### src/rtl/vehicle_control_multi_if.sv
// Driver-command and dashboard/lamp bundle of the vehicle control block.
// The decoder side uses the master modport and the control block uses the slave modport.
interface vehicle_control_multi_if #(
    parameter int NUM_FWD_GEARS = 5
);
    localparam int GW = $clog2(NUM_FWD_GEARS + 1);

    logic          _switch;
    logic          _brake;
    logic          _speedZero;
    logic          _gearValid;
    logic [1:0]    _gearShift;
    logic          _turnValid;
    logic [1:0]    _turnShift;
    logic [1:0]    _gearState;
    logic [GW-1:0] _gearIndex;
    logic          _shiftReject;
    logic [1:0]    _turnState;
    logic          _leftLamp;
    logic          _rightLamp;

    modport master (
        output _switch, _brake, _speedZero, _gearValid, _gearShift, _turnValid, _turnShift,
        input  _gearState, _gearIndex, _shiftReject, _turnState, _leftLamp, _rightLamp
    );

    modport slave (
        input  _switch, _brake, _speedZero, _gearValid, _gearShift, _turnValid, _turnShift,
        output _gearState, _gearIndex, _shiftReject, _turnState, _leftLamp, _rightLamp
    );
endinterface

### src/rtl/vehicle_control_multi.sv
// Gear selector with brake/speed interlocks plus turn/hazard FSM with lamp blinking.
// Every output is registered; strobed commands become visible one cycle later.
module vehicle_control_multi #(
    parameter int NUM_FWD_GEARS = 5,
    parameter int BLINK_HALF    = 4,
    parameter int AUTO_CANCEL   = 6,
    parameter int GW            = $clog2(NUM_FWD_GEARS + 1)
) (
    input  logic                    clock,
    input  logic                    _reset_n,
    vehicle_control_multi_if.slave  bus
);

    localparam int BW = (BLINK_HALF > 1) ? $clog2(BLINK_HALF) : 1;
    localparam int CW = (AUTO_CANCEL > 0) ? $clog2(AUTO_CANCEL + 1) : 1;
    localparam logic [GW-1:0] TOP_GEAR  = GW'(NUM_FWD_GEARS);
    localparam logic [BW-1:0] HALF_LAST = BW'(BLINK_HALF - 1);
    localparam logic [CW-1:0] CANCEL_AT = CW'(AUTO_CANCEL);
    localparam bit            CANCEL_EN = (AUTO_CANCEL > 0);

    localparam logic [1:0] CMD_PARK    = 2'b00;
    localparam logic [1:0] CMD_REVERSE = 2'b01;
    localparam logic [1:0] CMD_DOWN    = 2'b10;
    localparam logic [1:0] CMD_UP      = 2'b11;
    localparam logic [1:0] TCMD_NONE   = 2'b00;
    localparam logic [1:0] TCMD_DOWN   = 2'b01;
    localparam logic [1:0] TCMD_UP     = 2'b10;
    localparam logic [1:0] TCMD_HAZARD = 2'b11;

    typedef enum logic [1:0] {
        GEAR_LOCK    = 2'b00,
        GEAR_PARK    = 2'b01,
        GEAR_REVERSE = 2'b10,
        GEAR_FORWARD = 2'b11
    } gear_state_e;

    typedef enum logic [1:0] {
        TURN_NONE   = 2'b00,
        TURN_LEFT   = 2'b01,
        TURN_HAZARD = 2'b10,
        TURN_RIGHT  = 2'b11
    } turn_state_e;

    gear_state_e   gear_state_r, gear_next_s;
    logic [GW-1:0] gear_index_r, index_next_s;
    logic          shift_reject_r, reject_next_s;
    turn_state_e   turn_state_r, turn_next_s;
    logic          phase_r, phase_next_s;
    logic [BW-1:0] blink_cnt_r, blink_next_s;
    logic [CW-1:0] cancel_cnt_r, cancel_next_s;
    logic          left_lamp_r, left_next_s;
    logic          right_lamp_r, right_next_s;
    logic          interlock_ok_s;
    logic          half_done_s;
    logic          steering_s;
    logic          cancel_due_s;
    logic [1:0]    turn_cmd_s;

    assign interlock_ok_s = bus._brake & bus._speedZero;
    assign half_done_s    = (blink_cnt_r == HALF_LAST);
    assign steering_s     = (turn_state_r == TURN_LEFT) || (turn_state_r == TURN_RIGHT);
    // Auto-cancel fires at the end of the off half that completes the last full period.
    assign cancel_due_s   = CANCEL_EN && steering_s && (cancel_cnt_r == CANCEL_AT)
                            && !phase_r && half_done_s;
    assign turn_cmd_s     = bus._turnValid ? bus._turnShift : TCMD_NONE;

    // Gear selection next state, index and reject decision
    always_comb begin
        gear_next_s   = gear_state_r;
        index_next_s  = gear_index_r;
        reject_next_s = 1'b0;
        if (!bus._switch) begin
            gear_next_s  = GEAR_LOCK;
            index_next_s = GW'(0);
        end else begin
            case (gear_state_r)
                GEAR_LOCK: begin
                    gear_next_s  = GEAR_PARK;
                    index_next_s = GW'(0);
                end
                GEAR_PARK: begin
                    index_next_s = GW'(0);
                    if (bus._gearValid) begin
                        case (bus._gearShift)
                            CMD_PARK:    gear_next_s = GEAR_PARK;
                            CMD_REVERSE: begin
                                if (interlock_ok_s) gear_next_s = GEAR_REVERSE;
                                else                reject_next_s = 1'b1;
                            end
                            CMD_UP: begin
                                if (interlock_ok_s) begin
                                    gear_next_s  = GEAR_FORWARD;
                                    index_next_s = GW'(1);
                                end else begin
                                    reject_next_s = 1'b1;
                                end
                            end
                            CMD_DOWN:    reject_next_s = 1'b1;
                            default:     reject_next_s = 1'b1;
                        endcase
                    end else begin
                        gear_next_s = GEAR_PARK;
                    end
                end
                GEAR_REVERSE: begin
                    index_next_s = GW'(0);
                    if (bus._gearValid) begin
                        case (bus._gearShift)
                            CMD_PARK: begin
                                if (bus._speedZero) gear_next_s = GEAR_PARK;
                                else                reject_next_s = 1'b1;
                            end
                            CMD_UP: begin
                                if (bus._speedZero) begin
                                    gear_next_s  = GEAR_FORWARD;
                                    index_next_s = GW'(1);
                                end else begin
                                    reject_next_s = 1'b1;
                                end
                            end
                            CMD_REVERSE: gear_next_s = GEAR_REVERSE;
                            CMD_DOWN:    reject_next_s = 1'b1;
                            default:     reject_next_s = 1'b1;
                        endcase
                    end else begin
                        gear_next_s = GEAR_REVERSE;
                    end
                end
                GEAR_FORWARD: begin
                    // A corrupted index is treated like an undefined state.
                    if ((gear_index_r == GW'(0)) || (gear_index_r > TOP_GEAR)) begin
                        gear_next_s  = GEAR_PARK;
                        index_next_s = GW'(0);
                    end else if (bus._gearValid) begin
                        case (bus._gearShift)
                            CMD_UP: begin
                                if (gear_index_r == TOP_GEAR) reject_next_s = 1'b1;
                                else                          index_next_s = gear_index_r + GW'(1);
                            end
                            CMD_DOWN: begin
                                if (gear_index_r == GW'(1)) reject_next_s = 1'b1;
                                else                        index_next_s = gear_index_r - GW'(1);
                            end
                            CMD_PARK, CMD_REVERSE: begin
                                if (bus._speedZero) begin
                                    gear_next_s  = (bus._gearShift == CMD_PARK) ? GEAR_PARK : GEAR_REVERSE;
                                    index_next_s = GW'(0);
                                end else begin
                                    reject_next_s = 1'b1;
                                end
                            end
                            default: reject_next_s = 1'b1;
                        endcase
                    end else begin
                        gear_next_s = GEAR_FORWARD;
                    end
                end
                default: begin
                    gear_next_s  = GEAR_PARK;
                    index_next_s = GW'(0);
                end
            endcase
        end
    end

    // Turn/hazard next state; hazard toggle has top priority, strobes beat auto-cancel
    always_comb begin
        turn_next_s = turn_state_r;
        if (turn_cmd_s == TCMD_HAZARD) begin
            if (turn_state_r == TURN_HAZARD) turn_next_s = TURN_NONE;
            else                             turn_next_s = TURN_HAZARD;
        end else if (!bus._switch) begin
            if (steering_s) turn_next_s = TURN_NONE;
            else            turn_next_s = turn_state_r;
        end else if (turn_cmd_s != TCMD_NONE) begin
            case (turn_state_r)
                TURN_NONE: begin
                    if (turn_cmd_s == TCMD_UP) turn_next_s = TURN_LEFT;
                    else                       turn_next_s = TURN_RIGHT;
                end
                TURN_LEFT: begin
                    if (turn_cmd_s == TCMD_DOWN) turn_next_s = TURN_NONE;
                    else                         turn_next_s = TURN_LEFT;
                end
                TURN_RIGHT: begin
                    if (turn_cmd_s == TCMD_UP) turn_next_s = TURN_NONE;
                    else                       turn_next_s = TURN_RIGHT;
                end
                default: turn_next_s = turn_state_r;
            endcase
        end else if (cancel_due_s) begin
            turn_next_s = TURN_NONE;
        end else begin
            turn_next_s = turn_state_r;
        end
    end

    // Blink phase, half-period counter, cancel counter and lamp drive
    always_comb begin
        phase_next_s  = phase_r;
        blink_next_s  = blink_cnt_r;
        cancel_next_s = cancel_cnt_r;
        if (turn_next_s != turn_state_r) begin
            phase_next_s  = (turn_next_s != TURN_NONE);
            blink_next_s  = BW'(0);
            cancel_next_s = CW'(0);
        end else if (turn_state_r != TURN_NONE) begin
            if (half_done_s) begin
                blink_next_s = BW'(0);
                phase_next_s = ~phase_r;
                if (phase_r) cancel_next_s = cancel_cnt_r + CW'(1);
                else         cancel_next_s = cancel_cnt_r;
            end else begin
                blink_next_s = blink_cnt_r + BW'(1);
            end
        end else begin
            phase_next_s  = 1'b0;
            blink_next_s  = BW'(0);
            cancel_next_s = CW'(0);
        end
        left_next_s  = phase_next_s & ((turn_next_s == TURN_LEFT)  || (turn_next_s == TURN_HAZARD));
        right_next_s = phase_next_s & ((turn_next_s == TURN_RIGHT) || (turn_next_s == TURN_HAZARD));
    end

    // Gear registers
    always_ff @(posedge clock or negedge _reset_n) begin
        if (!_reset_n) begin
            gear_state_r   <= GEAR_LOCK;
            gear_index_r   <= GW'(0);
            shift_reject_r <= 1'b0;
        end else begin
            gear_state_r   <= gear_next_s;
            gear_index_r   <= index_next_s;
            shift_reject_r <= reject_next_s;
        end
    end

    // Turn, blink and lamp registers
    always_ff @(posedge clock or negedge _reset_n) begin
        if (!_reset_n) begin
            turn_state_r <= TURN_NONE;
            phase_r      <= 1'b0;
            blink_cnt_r  <= BW'(0);
            cancel_cnt_r <= CW'(0);
            left_lamp_r  <= 1'b0;
            right_lamp_r <= 1'b0;
        end else begin
            turn_state_r <= turn_next_s;
            phase_r      <= phase_next_s;
            blink_cnt_r  <= blink_next_s;
            cancel_cnt_r <= cancel_next_s;
            left_lamp_r  <= left_next_s;
            right_lamp_r <= right_next_s;
        end
    end

    assign bus._gearState   = gear_state_r;
    assign bus._gearIndex   = gear_index_r;
    assign bus._shiftReject = shift_reject_r;
    assign bus._turnState   = turn_state_r;
    assign bus._leftLamp    = left_lamp_r;
    assign bus._rightLamp   = right_lamp_r;

endmodule

### src/flat_wrapper.sv
// flat-port wrapper written by rule: the top's interface ports become plain ports
module vehicle_control_multi_flat 
#(
    parameter int NUM_FWD_GEARS = 5,
    parameter int BLINK_HALF    = 4,
    parameter int AUTO_CANCEL   = 6,
    parameter int GW            = $clog2(NUM_FWD_GEARS + 1)
)
  (clock, _reset_n, bus__switch, bus__brake, bus__speedZero, bus__gearValid, bus__gearShift, bus__turnValid, bus__turnShift, bus__gearState, bus__gearIndex, bus__shiftReject, bus__turnState, bus__leftLamp, bus__rightLamp);
  vehicle_control_multi_if #(.NUM_FWD_GEARS(NUM_FWD_GEARS)) bus_i ();
  input  logic clock;
  input  logic _reset_n;
  input wire logic [$bits(bus_i._switch)-1:0] bus__switch;
  input wire logic [$bits(bus_i._brake)-1:0] bus__brake;
  input wire logic [$bits(bus_i._speedZero)-1:0] bus__speedZero;
  input wire logic [$bits(bus_i._gearValid)-1:0] bus__gearValid;
  input wire logic [$bits(bus_i._gearShift)-1:0] bus__gearShift;
  input wire logic [$bits(bus_i._turnValid)-1:0] bus__turnValid;
  input wire logic [$bits(bus_i._turnShift)-1:0] bus__turnShift;
  output wire logic [$bits(bus_i._gearState)-1:0] bus__gearState;
  output wire logic [$bits(bus_i._gearIndex)-1:0] bus__gearIndex;
  output wire logic [$bits(bus_i._shiftReject)-1:0] bus__shiftReject;
  output wire logic [$bits(bus_i._turnState)-1:0] bus__turnState;
  output wire logic [$bits(bus_i._leftLamp)-1:0] bus__leftLamp;
  output wire logic [$bits(bus_i._rightLamp)-1:0] bus__rightLamp;
  assign bus_i._switch = bus__switch;
  assign bus_i._brake = bus__brake;
  assign bus_i._speedZero = bus__speedZero;
  assign bus_i._gearValid = bus__gearValid;
  assign bus_i._gearShift = bus__gearShift;
  assign bus_i._turnValid = bus__turnValid;
  assign bus_i._turnShift = bus__turnShift;
  assign bus__gearState = bus_i._gearState;
  assign bus__gearIndex = bus_i._gearIndex;
  assign bus__shiftReject = bus_i._shiftReject;
  assign bus__turnState = bus_i._turnState;
  assign bus__leftLamp = bus_i._leftLamp;
  assign bus__rightLamp = bus_i._rightLamp;
  vehicle_control_multi #(.NUM_FWD_GEARS(NUM_FWD_GEARS), .BLINK_HALF(BLINK_HALF), .AUTO_CANCEL(AUTO_CANCEL), .GW(GW)) u_core (.clock(clock), ._reset_n(_reset_n), .bus(bus_i));
endmodule
### config.mk
export PLATFORM = sky130hd
export DESIGN_NAME = vehicle_control_multi_flat
export DESIGN_NICKNAME = d
export VERILOG_FILES = /design/src/rtl/vehicle_control_multi_if.sv /design/src/rtl/vehicle_control_multi.sv /design/src/flat_wrapper.sv
export SDC_FILE = /design/constraint.sdc
export NUM_CORES = 1
export LEC_CHECK = 0
export CAP_MARGIN = 20
export CORE_MARGIN = 1
export CORE_UTILIZATION = 56
export CTS_BUF_LIST = sky130_fd_sc_hd__clkbuf_8
export DETAILED_ROUTE_END_ITERATION = 7
export GPL_TIMING_DRIVEN = 0
export PLACE_DENSITY_LB_ADDON = 0.15
export SLEW_MARGIN = 10
export SYNTH_ARGS = -nofsm -noshare
export SYNTH_HDL_FRONTEND = slang
export SYNTH_SLANG_ARGS = --single-unit
### constraint.sdc
create_clock -name clock -period 2.6 [get_ports clock]
set_clock_uncertainty 0.05 [all_clocks]
set_input_delay 0.52 -clock clock [delete_from_list [all_inputs] [get_ports clock]]
set_output_delay 0.52 -clock clock [all_outputs]
set_load 0.05 [all_outputs]
==> impl_metrics.ini <==
[status]
outcome = complete, no violations

[placement]
gp_congestion = 0.888
place.detailed.instances = 206
placement.io_buffers = 19
final_hpwl_dp_um = 2450

[critical_path]
list_of_cells_traversed_by_the_critical_path = clkdlybuf4s50_1 > inv_1 > ha_1 > or3_1 > o21ai_0 > a222oi_1 > nor3_2 > mux2_4
cp.arrival_ns = 2.59
worst-path-max-fanout = 6
worstSetupPathType = in -> reg
rr_endpoint = u_core.phase_r
cp_slowest_stage_delay_ns = 0.53
reg2reg_depth = 10
critical_path_required_ns = 2.69
critPathCaptureType = flop
timing.reg2reg.setup_slack_ns = 0.46
critPathSlowestCell = sky130_fd_sc_hd__clkdlybuf4s50_1
cp-start-kind = input port
r2r-start = u_core.cancel_cnt_r[0]

[die]
dieArea_mm2 = 0.00271
start_util_pct = 61.1
row_count = 17
die_width_um = 52.1
top_level_ports = 21
dieHeight_um = 52.1
core-area_mm2 = 0.00230

[sta]
min_period_ns = 2.49
share_of_the_clock_period_used_by_the_worst_path_after_layout_pct = 95.9
max_clock_freq_mhz = 401
grt_setup_unrepaired = false
worst-slew-pin-transition_ns = 0.731
final-max-slew-violation-count = 0
hold_viol_final = 0
relSlewSlack_pct = 51.1
fin_worst_hold_slack_ns = 0.390
setup_viol_count_final = 0

[yosys]
synth_top_area_share_pct = 28.5
synth_edf_count = 0
synth-async-reset-ratio_pct = 100
synthCells = 159
synth.avg_cell_area_um2 = 8.83
ys_dominant_reg_cell = sky130_fd_sc_hd__dfrtp_1
synthesis.area_mm2 = 0.00140
yosys-top-cells-area = sky130_fd_sc_hd__dfrtp_1, sky130_fd_sc_hd__ha_1, sky130_fd_sc_hd__o21ai_0
yosys.area.top_type = sky130_fd_sc_hd__dfrtp_1
yosys_register_bits = 16
yosys_warnings = 0
synth_cell_type_count = 52
number_of_nets_in_the_synthesized_netlist = 186
fraction_of_the_yosys_area_taken_by_sequential_cells_pct = 28.5

[cts]
ctsHtreeMaxLevel = 1
cts_buffer_depth = 2
worst_setup_hold_path_clk_slew_ns = 0.07
cts_tree = done
worstSkewPairLatency_ns = 0.25
numClockSinks = 16
clockRootBuffer = sky130_fd_sc_hd__clkbuf_8
cts_made_buffers = 3

[global_routing]
number_of_antenna_violations_at_the_first_check_in_global_routing = 0
grt_pass1_wl_um = 5490
globalRouteTotalUtil_pct = 27.2
via_count_of_the_first_global_routing_pass = 1200
globalRouteOverflowTotal = 0
largest_net_degree_at_the_start_of_global_routing = 17

[detailed_routing]
post_drt_via_cell_ratio = 6.26
drt_drc_violations_left = 0
detail_route.wirelength_um = 3340
pre_antenna_drt_iters = 4
routed-via-count = 1320
initial_drc_count = 46
wire_per_inst_um = 15.8
ant_nets = 0

[cells_and_area]
diode_count = 0
post_layout_nonfiller_instances = 211
post_route_cells_drive_above_1_share_pct = 12.0
finish.net_count = 211
syn2layout_area_growth_pct = 20.9
number_of_filler_instances_in_the_final_layout = 182

[flow_run]
number_of_max_cap_violations = 0

[power_and_ir_drop]
power_density_mw_per_mm2 = 540
total_leakage_power_nw = 0.759
peak_ir_drop_on_the_vdd_network_uv = 564

[hold_path]
min_delay_worst_endpoint = u_core.blink_cnt_r[0]
min_delay_path_depth = 1
hold_path.class = reg -> reg
hold_path.startpoint = u_core.blink_cnt_r[0]
-- metal layers --
layer | GRT usage, % | wire length (µm) | vias to the layer above
met5 | 0 | 0 | -
met4 | 2.70 | 15 | 0
met3 | 6.43 | 185 | 4
met2 | 43.2 | 1620 | 51
met1 | 38.6 | 1510 | 634
li1 | - | - | 631
-- report_power, final --
group	internal, mW	total [mW]	switching, mW
combinational	0.145	0.373	0.228
sequential	0.291	0.315	0.0245
clock	0.135	0.228	0.0930
total	0.570	0.916	0.345
-- through the flow --
stage	TNS [ns]	utilization [%]	cell area, µm²	setup slack (ns)	total power [mW]
finish	0	73.9	1700	0.107	0.916
global route	0	73.9	1700	0.0166	0.964
CTS	0	73.3	1680	0.0632	0.912
global placement	-0.249	70.9	1630	-0.140	0.665
floorplan	0	-	1400	0.302	0.570
detailed placement	-0.477	70.9	1630	-0.193	0.685
-- Yosys cell counts, types with 2 or more instances --
cell type                   n
sky130_fd_sc_hd__ha_1      16
sky130_fd_sc_hd__nand2_1   10
sky130_fd_sc_hd__o22ai_1    2
sky130_fd_sc_hd__nor3_1     6
sky130_fd_sc_hd__dfrtp_1   16
sky130_fd_sc_hd__o21ai_0   11
sky130_fd_sc_hd__and4_1     2
sky130_fd_sc_hd__a211o_1    3
sky130_fd_sc_hd__inv_1     10
sky130_fd_sc_hd__nand3_1    5
sky130_fd_sc_hd__nor3b_1    2
sky130_fd_sc_hd__o21a_1     2
sky130_fd_sc_hd__a21oi_1    9
sky130_fd_sc_hd__mux2i_1    2
sky130_fd_sc_hd__o31ai_1    4
sky130_fd_sc_hd__nand2b_1   4
sky130_fd_sc_hd__a21o_1     2
sky130_fd_sc_hd__buf_2      2
sky130_fd_sc_hd__nor2_1    13
sky130_fd_sc_hd__nor2b_1    5
sky130_fd_sc_hd__a22oi_1    2
-- cell families (layout without fill, tap and decap cells) --
kind of cell / after synthesis / count (layout) / synth area share, %
AND/OR/NAND/NOR: 59 / 59 / 23.5
AO/OA/AOI/OAI: 47 / 47 / 24.3
adder cells (fa/ha/maj): 16 / 16 / 14.3
flip-flops: 16 / 16 / 28.5
buffers and inverters: 15 / 39 / 4.81
multiplexers: 4 / 4 / 3.30
XOR/XNOR: 2 / 2 / 1.25
-- critical path: cells and delay by family --
| kind | cells | cell delay, ns |
|---|---|---|
| adder cells (fa/ha/maj) | 1 | 0.25 |
| AO/OA/AOI/OAI | 2 | 0.22 |
| multiplexers | 1 | 0.33 |
| AND/OR/NAND/NOR | 2 | 0.65 |
| buffers and inverters | 2 | 0.62 |
-- layout by cell type, fill, tap and decap left out, types with 2 or more instances in the layout --
master,synthesis,layout
sky130_fd_sc_hd__clkdlybuf4s50_1,0,18
sky130_fd_sc_hd__inv_1,10,10
sky130_fd_sc_hd__a21o_1,2,2
sky130_fd_sc_hd__nor3b_1,2,2
sky130_fd_sc_hd__dfrtp_1,16,16
sky130_fd_sc_hd__nand3_1,5,5
sky130_fd_sc_hd__nand2b_1,4,4
sky130_fd_sc_hd__nor2b_1,5,5
sky130_fd_sc_hd__a21oi_1,9,9
sky130_fd_sc_hd__o21a_1,2,2
sky130_fd_sc_hd__nor2_1,13,13
sky130_fd_sc_hd__o22ai_1,2,2
sky130_fd_sc_hd__and4_1,2,2
sky130_fd_sc_hd__mux2i_1,2,2
sky130_fd_sc_hd__nand2_1,10,10
sky130_fd_sc_hd__ha_1,16,15
sky130_fd_sc_hd__nor3_1,6,6
sky130_fd_sc_hd__buf_2,2,2
sky130_fd_sc_hd__o21ai_0,11,11
sky130_fd_sc_hd__a22oi_1,2,2
sky130_fd_sc_hd__clkbuf_8,0,4
sky130_fd_sc_hd__o31ai_1,4,4
sky130_fd_sc_hd__a211o_1,3,3
-- area by class of cell --
type	instances	area [µm²]	share of cell area, %
Timing Repair Buffer	20	200	11.8
Clock buffer	4	55.1	3.24
Buffer	4	26.3	1.55
Tap cell	28	35.0	2.06
Multi-Input combinational cell	128	938	55.3
Inverter	11	41.3	2.43
Sequential cell	16	400	23.6
-- worst max-delay path by stage --
stage	slack (ns)	from	cells past startpoint	end
after floorplan	0.30	u_core.bus._gearIndex[1]	6	u_core.bus._gearState[1]
after global placement	-0.14	bus__gearShift[0]	8	u_core.bus._gearState[1]
after detailed placement	-0.19	bus__gearShift[0]	8	u_core.bus._gearState[1]
after CTS	0.06	bus__gearShift[0]	8	u_core.bus._gearState[1]
after global routing	0.02	bus__gearShift[1]	8	u_core.bus._gearState[1]
final	0.11	bus__gearShift[1]	8	u_core.bus._gearState[1]
-- flip-flops by register name, indices dropped and copies added, names as in the netlist --
| signal | flops |
|---|---|
| u_core.blink_cnt_r | 2 |
| u_core.bus._rightLamp | 1 |
| u_core.cancel_cnt_r | 3 |
| u_core.phase_r | 1 |
| u_core.bus._shiftReject | 1 |
| u_core.bus._gearState | 2 |
| u_core.bus._gearIndex | 3 |
| u_core.bus._leftLamp | 1 |
| u_core.bus._turnState | 2 |
-- timing repair --
item	CTS	global route
endpoints found under the setup margin	0	1
buffers inserted	0	1
resized for setup	0	2
hold buffers	0	0
(Power assumes the default switching activity.)
